**config.mk**
```make
export PLATFORM = sky130hd
export DESIGN_NAME = dtack_responder
export DESIGN_NICKNAME = d
export VERILOG_FILES = /design/src/rtl/f68k_bus_pkg.sv /design/src/rtl/dtack_responder_sync2.sv /design/src/rtl/dtack_responder.sv
export SDC_FILE = /design/constraint.sdc
export NUM_CORES = 1
export LEC_CHECK = 0
export ABC_AREA = 1
export CAP_MARGIN = 30
export CORE_UTILIZATION = 51
export CTS_CLUSTER_SIZE = 40
export DETAILED_ROUTE_END_ITERATION = 6
export GPL_TIMING_DRIVEN = 0
export PLACE_DENSITY = 0.8
export SETUP_SLACK_MARGIN = 0.2
export SLEW_MARGIN = 30
export SYNTH_ARGS = -nofsm -noshare
export SYNTH_HDL_FRONTEND = slang
export SYNTH_SLANG_ARGS = --single-unit
```
**constraint.sdc**
```tcl
create_clock -name clk -period 2.25 [get_ports clk]
set_input_delay 0.3375 -clock clk [delete_from_list [all_inputs] [get_ports clk]]
set_output_delay 0.3375 -clock clk [all_outputs]
set_load 0.02 [all_outputs]
```
**src/rtl/f68k_bus_pkg.sv**
```systemverilog
// rtl/f68k_bus_pkg.sv - shared 68000 bus-side encodings for responder and watchdog
package f68k_bus_pkg;

   typedef enum logic [1:0] {
      IDLE    = 2'd0,
      WAIT    = 2'd1,
      ACK     = 2'd2,
      RELEASE = 2'd3
   } bus_state_t;

   localparam logic [2:0] FC_INTACK = 3'b111;

   // 68000 strobes are active-low
   localparam logic STROBE_ON  = 1'b0;
   localparam logic STROBE_OFF = 1'b1;

endpackage

```
**src/rtl/dtack_responder_sync2.sv**
```systemverilog
// rtl/dtack_responder_sync2.sv - two-flop synchroniser, resets to 1 (strobe negated)
module sync2 (
   input  logic clk,
   input  logic rst_n,
   input  logic d,
   output logic q
);

   logic meta_q, meta_d;
   logic sync_q, sync_d;

   always_comb begin
      meta_d = d;
      sync_d = meta_q;
   end

   always_ff @(posedge clk or negedge rst_n) begin
      if (!rst_n) begin
         meta_q <= 1'b1;
         sync_q <= 1'b1;
      end else begin
         meta_q <= meta_d;
         sync_q <= sync_d;
      end
   end

   assign q = sync_q;

endmodule

```
**src/rtl/dtack_responder.sv**
```systemverilog
// rtl/dtack_responder.sv - 68000 DTACK responder with wait states and watchdog clear
// Optional interrupt-acknowledge VPA response: DTACK_RESPONDER_VPA_EN
module dtack_responder
   import f68k_bus_pkg::*;
#(
   parameter int WAIT_CYCLES = 2,
   parameter int CNT_W       = 4
) (
   input  logic       clk,
   input  logic       rst_n,
   input  logic       as_n,
   input  logic       uds_n,
   input  logic       lds_n,
   input  logic       rw,
   input  logic       sel,
   input  logic [2:0] fc,
   output logic       dtack_n,
   output logic       clr,
   output logic       dev_req,
   output logic       dev_we,
   output logic [1:0] dev_be,
   output logic       vpa_n
);

   generate
      if (WAIT_CYCLES >= (1 << CNT_W)) begin : g_cfg_err
         $error("dtack_responder: WAIT_CYCLES does not fit in CNT_W bits");
      end
   endgenerate

   localparam logic [CNT_W-1:0] CNT_LAST = (WAIT_CYCLES == 0) ? '0 : CNT_W'(WAIT_CYCLES - 1);
   localparam logic [CNT_W-1:0] CNT_MAX  = '1;

   logic as_s, uds_s, lds_s;

   sync2 u_sync_as  (.clk(clk), .rst_n(rst_n), .d(as_n),  .q(as_s));
   sync2 u_sync_uds (.clk(clk), .rst_n(rst_n), .d(uds_n), .q(uds_s));
   sync2 u_sync_lds (.clk(clk), .rst_n(rst_n), .d(lds_n), .q(lds_s));

   bus_state_t       state_q, state_d;
   logic [CNT_W-1:0] cnt_q, cnt_d;
   logic             dtack_n_q, dtack_n_d;
   logic             clr_q, clr_d;
   logic             dev_req_q, dev_req_d;
   logic             dev_we_q, dev_we_d;
   logic [1:0]       dev_be_q, dev_be_d;
   logic             start;
   logic             ack_d;
`ifdef DTACK_RESPONDER_VPA_EN
   logic             iack_q, iack_d;
   logic             vpa_n_q, vpa_n_d;
`endif

   always_comb begin
      state_d  = state_q;
      cnt_d    = cnt_q;
      dev_we_d = dev_we_q;
      dev_be_d = dev_be_q;
`ifdef DTACK_RESPONDER_VPA_EN
      iack_d   = iack_q;
`endif
      start = (as_s == STROBE_ON) && ((uds_s == STROBE_ON) || (lds_s == STROBE_ON)) && sel;

      case (state_q)
         IDLE: begin
            // sel/rw/fc are only looked at here; ownership is fixed for the whole cycle
            if (start) begin
               dev_we_d = ~rw;
               dev_be_d = {uds_s == STROBE_ON, lds_s == STROBE_ON};
               cnt_d    = '0;
`ifdef DTACK_RESPONDER_VPA_EN
               iack_d   = (fc == FC_INTACK);
`endif
               state_d  = (WAIT_CYCLES == 0) ? ACK : WAIT;
            end
         end
         WAIT: begin
            if (as_s == STROBE_OFF) begin
               state_d = IDLE;
            end else if (cnt_q == CNT_LAST) begin
               state_d = ACK;
            end
            if (cnt_q != CNT_MAX) begin
               cnt_d = cnt_q + CNT_W'(1);
            end
         end
         ACK: begin
            if (as_s == STROBE_OFF) begin
               state_d = RELEASE;
            end
         end
         RELEASE: state_d = IDLE;
         default: state_d = IDLE;
      endcase

      // Outputs are decoded from the next state so they are registered yet aligned with it
      ack_d     = (state_d == ACK);
      clr_d     = ack_d && (state_q != ACK);
      dev_req_d = (state_d == WAIT) || (state_d == ACK);
`ifdef DTACK_RESPONDER_VPA_EN
      dtack_n_d = !(ack_d && !iack_d);
      vpa_n_d   = !(ack_d && iack_d);
`else
      dtack_n_d = !ack_d;
`endif
   end

   always_ff @(posedge clk or negedge rst_n) begin
      if (!rst_n) begin
         state_q   <= IDLE;
         cnt_q     <= '0;
         dtack_n_q <= 1'b1;
         clr_q     <= 1'b0;
         dev_req_q <= 1'b0;
         dev_we_q  <= 1'b0;
         dev_be_q  <= 2'b00;
      end else begin
         state_q   <= state_d;
         cnt_q     <= cnt_d;
         dtack_n_q <= dtack_n_d;
         clr_q     <= clr_d;
         dev_req_q <= dev_req_d;
         dev_we_q  <= dev_we_d;
         dev_be_q  <= dev_be_d;
      end
   end

`ifdef DTACK_RESPONDER_VPA_EN
   always_ff @(posedge clk or negedge rst_n) begin
      if (!rst_n) begin
         iack_q  <= 1'b0;
         vpa_n_q <= 1'b1;
      end else begin
         iack_q  <= iack_d;
         vpa_n_q <= vpa_n_d;
      end
   end

   assign vpa_n = vpa_n_q;
`else
   logic unused_fc;
   assign unused_fc = ^fc;
   assign vpa_n     = 1'b1;
`endif

   assign dtack_n = dtack_n_q;
   assign clr     = clr_q;
   assign dev_req = dev_req_q;
   assign dev_we  = dev_we_q;
   assign dev_be  = dev_be_q;

endmodule

```
### Word level (Yosys, flattened, before mapping)

Index checks and enable logic that the tools add are counted.

| operators by class | value |
|---|---|
| $add $sub $neg | 1 |
| equality and inequality tests | 10 |
| muxes and demuxes | 8 |
| reductions and logical operators | 10 |
| bitwise operators | 4 |

Operators with widths:

| kind | number |
|---|---|
| 2-bit 2-to-1 mux | 4 |
| 4-bit 2-to-1 mux | 2 |
| 2-bit case mux with 4 select lines | 1 |
| 4-bit case mux with 2 select lines | 1 |
| 2-bit == test, second input constant | 3 |
| 2-bit != test, second input constant | 3 |
| 4-bit by 1-bit adder with 4-bit output, second input constant | 1 |
| 2-bit by 1-bit == test with 1-bit output, second input constant | 2 |
| 4-bit by 1-bit == test with 1-bit output, second input constant | 1 |
| 4-bit != test, second input constant | 1 |
| 1-bit NOT | 4 |
| 1-bit logical AND | 3 |
| 3-bit AND reduction | 1 |
| 2-bit zero test | 1 |
| 1-bit logical OR | 2 |
| 2-bit AND reduction | 1 |
| 2-bit nonzero test | 1 |
| 1-bit zero test | 1 |

| word-level totals | value |
|---|---|
| input bits | 10 |
| word-level logic and storage cells | 46 |
| output and inout bits | 7 |
| register bits | 18 |

### Depth between registers and ports, before layout

Gate-level depths: netlist of the first run.

| logic depth | value |
|---|---|
| depth after elaboration | 8 |
| depth in mapped cells | 9 |

### Cells and area by module

From an unflattened synthesis of the first run, not the netlist that was laid out.

| second synthesis, totals | value |
|---|---|
| cell total of the unflattened synthesis | 77 |
| area total of the unflattened synthesis | 770.7 µm² |

By module, submodules not included:

| module | instances | area each (µm²) | sequential area each (µm²) | cells an instance |
|---|---|---|---|---|
| dtack_responder | 1 | 613.1 | 301.5 | 71 |
| sync2 | 3 | 52.6 | 52.6 | 2 |

### Worst setup path after synthesis of the first run

No wires, ideal clock.

| timing | value |
|---|---|
| path kind | reg-to-reg |
| start | reg cnt_q[0] |
| end | reg dev_req_q (netlist: dev_req) |
| cell stages (with the launch flop) | 8 |
| path buffers | 0 |
| data required time | 2,137 ps |
| arrival time | 1,159 ps |
| setup time | 113 ps |
| setup slack | 978 ps |
| cells stage by stage | dfrtp_1 ha_1 nand2_1 inv_1 nor2_1 nor2_2 ha_1 inv_1 |

| on the way | value |
|---|---|
| word-level cells in the longest chain between the ends | 6 |

RTL lines:

| element | RTL line | source |
|---|---|---|
| start: declaration | dtack_responder.sv:41 | `logic [CNT_W-1:0] cnt_q, cnt_d;` |
| start signal: assignment | dtack_responder.sv:119 | `cnt_q <= cnt_d;` |
| 4-bit by 1-bit == test with 1-bit output (*) | dtack_responder.sv:80 | `end else if (cnt_q == CNT_LAST) begin` |
| 2-bit 2-to-1 mux (*) | dtack_responder.sv:80 |  |
| 2-bit 2-to-1 mux (*) | dtack_responder.sv:78 | `if (as_s == STROBE_OFF) begin` |
| 2-bit case mux with 4 select lines (*) | dtack_responder.sv:64 | `case (state_q)` |
| 2-bit by 1-bit == test with 1-bit output / 2-bit == test (equally long branches) | dtack_responder.sv:99 | `dev_req_d = (state_d == WAIT) \|\| (state_d == ACK);` |
| 1-bit logical OR (*) | dtack_responder.sv:99 |  |
| via dev_req_d | dtack_responder.sv:44 | `logic dev_req_q, dev_req_d;` |
| end signal: assignment | dtack_responder.sv:122 | `dev_req_q <= dev_req_d;` |
| end: declaration | dtack_responder.sv:44 |  |

Mark *: on every way through the listed nets, which the timed path passes. The rest lies on a longest branch.
A chain may end at the register's enable or synchronous reset.

### Worst setup path in the final report of the first run

| timing | value |
|---|---|
| start | reg dtack_n_q (netlist: dtack_n) |
| end | out dtack_n |

RTL lines:

| element | RTL line | source |
|---|---|---|
| start: declaration | dtack_responder.sv:42 | `logic dtack_n_q, dtack_n_d;` |
| start signal: assignment | dtack_responder.sv:120 | `dtack_n_q <= dtack_n_d;` |
| end: declaration | dtack_responder.sv:17 | `output logic dtack_n,` |

No word-level cell between the ends.

==> flow_summary.json, run 1 <==
{
  "critical_path_class": "flop to output port",
  "worstSetupEndpointType": "output port",
  "wl_per_cell_um": 11.5,
  "yosysSeqAreaShare_pct": 59.6,
  "worst_ir_drop_vdd_v": 0.000516,
  "setup_violations": 0,
  "cts-buffers-inserted": 3,
  "async_flop_share_pct": 100,
  "required_ns": 1.91,
  "cts.path.max_buffers": 2,
  "p_per_area_nw_per_um2": 1220,
  "grt_setup_unrepaired": "no",
  "hold_slack_ns": 0.360,
  "maxSlewHeadroom_pct": 46.6,
  "die_x_um": 40.9,
  "grt_usage_pct": 17.8,
  "gr-total-overflow": 0,
  "cts_hold_buf": 0,
  "timing.fmax_ghz": 0.575,
  "synth_area_per_cell_um2": 10.0,
  "n_antenna_cell": 0,
  "crit_fanout": 1,
  "fin_skew_ns": 0.0145,
  "antenna_found_initial": 0,
  "tightest_slew_ns": 0.798,
  "drive_above_1_share_pct": 23.7,
  "dieArea_um2": 1670,
  "tns_ns": 0,
  "io_pins": 17,
  "dp_hpwl_um": 928,
  "ys_warn_count": 0,
  "cts_setup_buffers": 0,
  "maxSlewViolCount": 0,
  "syn-num-nets": 90,
  "grt_pass1_wl_mm": 1.86,
  "first_global_vias": 485,
  "drv_cap": 0,
  "cellLeakagePower_nw": 0.469,
  "period_share_pct": 77.3,
  "dr.pass1.iters": 4,
  "wirelength_mm": 1.24,
  "path_depth": 1,
  "avgViaCountPerCell": 4.84,
  "first_iter_violations": 5,
  "gp_congestion": 0.706,
  "crit_path_start_kind": "flop",
  "syn_area_um2": 771,
  "cts.sinks": 18,
  "hold_class": "flop to flop",
  "dp.cells": 104,
  "root_buffer": "clkbuf_4",
  "start_util_pct": 57.1,
  "finalHoldViolations": 0,
  "fillers": 107,
  "synth-main-ff-cell": "dfrtp_1",
  "synth_edf_count": 0,
  "post_dp_cell_area_um2": 910,
  "clk_pin_slew_ns": 0.10,
  "design_area_um2": 936,
  "cts_resized": 0,
  "area_growth_pct": 21.4,
  "cpPeakStageDelay_ns": 0.59,
  "port_buffers": 12,
  "synthCells": 77,
  "fin_crit_ns": 1.74,
  "cts_tree": "built",
  "final_cell_count_no_fill": 108,
  "status": "finished clean",
  "nets": 107,
  "crit_family": "buffers and inverters",
  "cts_max_level": 1,
  "cp_slowest_cell": "clkdlybuf4s50_1",
  "cp_cell_sequence": "clkdlybuf4s50_1",
  "synth.distinct_cells": 19,
  "via_count": 523,
  "worst-path-buf-inv": 1,
  "hold-path-cell-count": 0,
  "rows": 13,
  "fp.dieH_um": 40.9,
  "r2r_cells": 6,
  "grt_start_max_net_pins": 19,
  "clk_latency_ns": 0.29,
  "final_util_pct": 69.3,
  "core_area_um2": 1350,
  "ys_ff_latch": 18,
  "detail-route-antenna-nets": 0,
  "critPathArrivalTime_ns": 1.40,
  "drc": 0
}
[cell usage after synthesis (2+ instances only)]
master / number / area (um^2)
nand2_1: 17 / 63.8
dfrtp_1: 11 / 275
inv_1: 9 / 33.8
nand3_1: 9 / 45.0
dfstp_2: 7 / 184
nor2_1: 4 / 15.0
ha_1: 3 / 37.5
o21ai_2: 3 / 26.3
inv_2: 2 / 7.51
nand2_2: 2 / 12.5
nor2_2: 2 / 12.5
[kinds of logic after synthesis]
logic type	count (synthesis)	share of synthesized area (%)
compound gates	5	4.71
xor+xnor	1	1.14
fa+ha+maj	3	4.87
buf+inv	13	7.79
flops	18	59.6
other cells	1	0.487
simple gates	36	21.4
[area by class of cell]
cell class                      count  area [um^2]  share of cell area [%]
Multi-Input combinational cell     46          251                    26.9
Buffer                              2         18.8                    2.01
Timing Repair Buffer               12          120                    12.8
Tap cell                           15         18.8                    2.01
Inverter                           11         41.3                    4.41
Sequential cell                    18          459                    49.1
Clock buffer                        4         26.3                    2.81
[report_power, final]
part           switching, mW  internal, mW  total, mW  leakage (nW)
Sequential            0.0856         0.435      0.521         0.217
Combinational          0.261         0.205      0.466         0.237
Clock                 0.0908        0.0687      0.159        0.0150
Total                  0.438         0.709       1.15         0.469
[routing by layer]
metal | wire [um] | GRT usage, %
met5 | 0 | 0
met4 | 11 | 10.0
met3 | 28 | 4.89
met2 | 650 | 29.3
met1 | 550 | 20.7
[flip-flops by register name, indices dropped and copies added (netlist names)]
register,cells
dev_we,1
u_sync_as.meta_q,1
dtack_n,1
clr,1
u_sync_lds.meta_q,1
state_q,2
cnt_q,4
u_sync_uds.meta_q,1
dev_req,1
u_sync_as.q,1
u_sync_uds.q,1
u_sync_lds.q,1
dev_be,2
[path summary, 6_finish.rpt]
check	from	to	slack, ns
max	dtack_n	dtack_n	0.51
min	u_sync_lds.meta_q	u_sync_lds.q	0.36
max reg2reg	state_q[1]	clr	0.78
min reg2reg	u_sync_lds.meta_q	u_sync_lds.q	0.36
max in group asynchronous	rst_n	cnt_q[0]	1.24
min in group asynchronous	rst_n	state_q[0]	0.50
[per-stage QoR]
step | total power [mW] | setup WS [ns]
2_1_floorplan | 0.820 | 0.978
3_3_place_gp | 0.968 | 0.554
3_5_place_dp | 1.00 | 0.533
4_1_cts | 1.16 | 0.497
5_1_grt | 1.23 | 0.447
6_report | 1.15 | 0.510
[layout by cell type (no fill, tap or decap)]
cell type,instances
o21ai_0,1
a21oi_1,1
conb_1,1
nor2_1,4
nand2_1,17
o21ai_2,3
buf_6,1
clkbuf_1,1
nand4_1,1
ha_1,3
xor2_1,1
dfstp_2,7
dfrtp_1,11
clkbuf_4,3
clkdlybuf4s50_1,12
nor2_2,2
buf_4,1
nand2_2,2
nand3_2,1
nand3_1,9
inv_2,2
inv_1,9
No activity file was read; power rests on OpenSTA's default activity.
==> run 2, diff against run 1 <==
- CORE_UTILIZATION: 51 -> 47
- PLACE_DENSITY: 0.8 -> 0.74
- clock period: 2.25 -> 1.77 ns (I/O delays scaled with it)
==> flow_summary.json, run 2 (synthesis gave the netlist of run 1 again) <==
{
  "cts-buffers-inserted": 3,
  "grt_pass1_wl_mm": 1.81,
  "port_buffers": 12,
  "gp_congestion": 0.731,
  "via_count": 535,
  "root_buffer": "clkbuf_4",
  "combPwrFrac_pct": 38.8,
  "die_x_um": 42.5,
  "cts.path.max_buffers": 2,
  "p_clk_share_pct": 16.2,
  "setup_violations": 0,
  "switchingPower_mw": 0.534,
  "maxSlewHeadroom_pct": 51.5,
  "cp_slowest_cell": "clkdlybuf4s50_1",
  "first_global_vias": 453,
  "p_per_area_nw_per_um2": 1550,
  "n_antenna_cell": 0,
  "worst-path-buf-inv": 1,
  "hold_slack_ns": 0.360,
  "largest_reg_flops": 4,
  "intPower_mw": 0.931,
  "cts.sinks": 18,
  "crit_fanout": 2,
  "wirelength_um": 999,
  "clk_latency_ns": 0.28,
  "hold-path-cell-count": 0,
  "critPathArrivalTime_ns": 1.25,
  "max_flop_register": "cnt_q",
  "drv_cap": 0,
  "finalHoldViolations": 0,
  "area_growth_pct": 22.7,
  "cp_cell_sequence": "clkdlybuf4s50_1",
  "dp_hpwl_um": 767,
  "io_pins": 17,
  "cts_tree": "built",
  "cts_max_level": 1,
  "grt_usage_pct": 14.0,
  "p_sw_share_pct": 36.5,
  "layout_common_cells": "nand2_1 (17), dfrtp_1 (11), clkdlybuf4s50_1 (11), inv_1 (9), nand3_1 (9)",
  "nets": 107,
  "avgViaCountPerCell": 4.91,
  "tns_ns": 0,
  "reg2reg_to": "clr",
  "dr.pass1.iters": 4,
  "dieArea_um2": 1810,
  "required_ns": 1.50,
  "grt_start_max_net_pins": 19,
  "fin_skew_ns": 0.00432,
  "status": "finished clean",
  "cellLeakagePower_nw": 0.473,
  "grt_setup_unrepaired": "no",
  "critical_path_class": "flop to output port",
  "wl_per_cell_um": 9.17,
  "tightest_slew_ns": 0.725,
  "clk_pin_slew_ns": 0.09,
  "worstSetupEndpointType": "output port",
  "gr-total-overflow": 0,
  "worst_ir_drop_vdd_v": 0.000760,
  "drive_above_1_share_pct": 24.7,
  "detail-route-antenna-nets": 0,
  "start_util_pct": 50.6,
  "fp.dieH_um": 42.5,
  "antenna_found_initial": 0,
  "hold_class": "flop to flop",
  "core_area_um2": 1520,
  "first_iter_violations": 5,
  "cpPeakStageDelay_ns": 0.61,
  "min_from": "u_sync_as.meta_q",
  "seq_power_share_pct": 45.0,
  "fin_crit_ns": 1.51,
  "rows": 14,
  "r2r_start": "cnt_q[0]",
  "final_common_cell": "nand2_1",
  "maxSlewViolCount": 0,
  "period_share_pct": 85.5,
  "crit_path_start_kind": "flop",
  "r2r_cells": 8,
  "drc": 0,
  "rrSetupSlack_ns": 0.40,
  "timing.fmax_ghz": 0.661,
  "crit_family": "buffers and inverters",
  "worstHoldEndpoint": "u_sync_as.q"
}
## run 2: timing repair
item / 4_1_cts / 5_1_grt
hold buffers: 0 / 0
buffers inserted: 0 / 0
gates resized for setup: 1 / 0
endpoints found under the setup margin: 1 / 0
## run 2: per-stage QoR
step	setup WS (ns)	instance area, um^2	utilization, %	std cells	power, mW
floorplan	0.498	771	-	77	1.04
CTS	0.239	946	62.1	109	1.49
global route	0.200	946	62.1	109	1.60
detailed placement	0.135	911	59.8	105	1.25
global placement	0.154	911	59.8	105	1.24
finish	0.257	946	62.1	109	1.47
## run 2: cell type report
cell class	instances	area (um^2)
Buffer	2	18.8
Clock buffer	4	36.3
Fill cell	143	578
Inverter	11	41.3
Multi-Input combinational cell	46	251
Sequential cell	18	459
Tap cell	16	20.0
Timing Repair Buffer	12	119
## run 2: how the worst max path moves through the flow
stage | cells past startpoint | startpoint | slack [ns] | end
6_report | 1 | dev_be[1] | 0.26 | dev_be[1]
3_5_place_dp | 10 | sel | 0.13 | clr
2_1_floorplan | 7 | cnt_q[0] | 0.50 | dev_req
4_1_cts | 1 | dev_be[1] | 0.24 | dev_be[1]
3_3_place_gp | 10 | sel | 0.15 | clr
5_1_grt | 1 | dev_be[1] | 0.20 | dev_be[1]
## run 2: layer usage
layer | up-vias | track usage (%) | share of wire [%]
li1 | 271 | - | -
met1 | 243 | 16.4 | 44
met2 | 19 | 21.2 | 46
met3 | 2 | 7.76 | 7.5
met4 | 0 | 5.63 | 1.7
met5 | - | 0 | 0
## run 2: worst reg2reg max path: stages (launching register included)
cell and delay [ns]:
dfrtp_1 0.45, ha_1 0.22, nand2_1 0.10, inv_1 0.05, nor2_1 0.10, nor2_2 0.05, ha_1 0.18, inv_1 0.07
a21oi_1 0.04
## run 2: power by group through the flow
stage,registers [mW],clock network (mW),logic [mW]
after floorplan,0.730,0,0.313
after global placement,0.663,0,0.575
after detailed placement,0.671,0,0.583
after CTS,0.661,0.249,0.579
after global routing,0.682,0.272,0.649
final,0.659,0.237,0.569
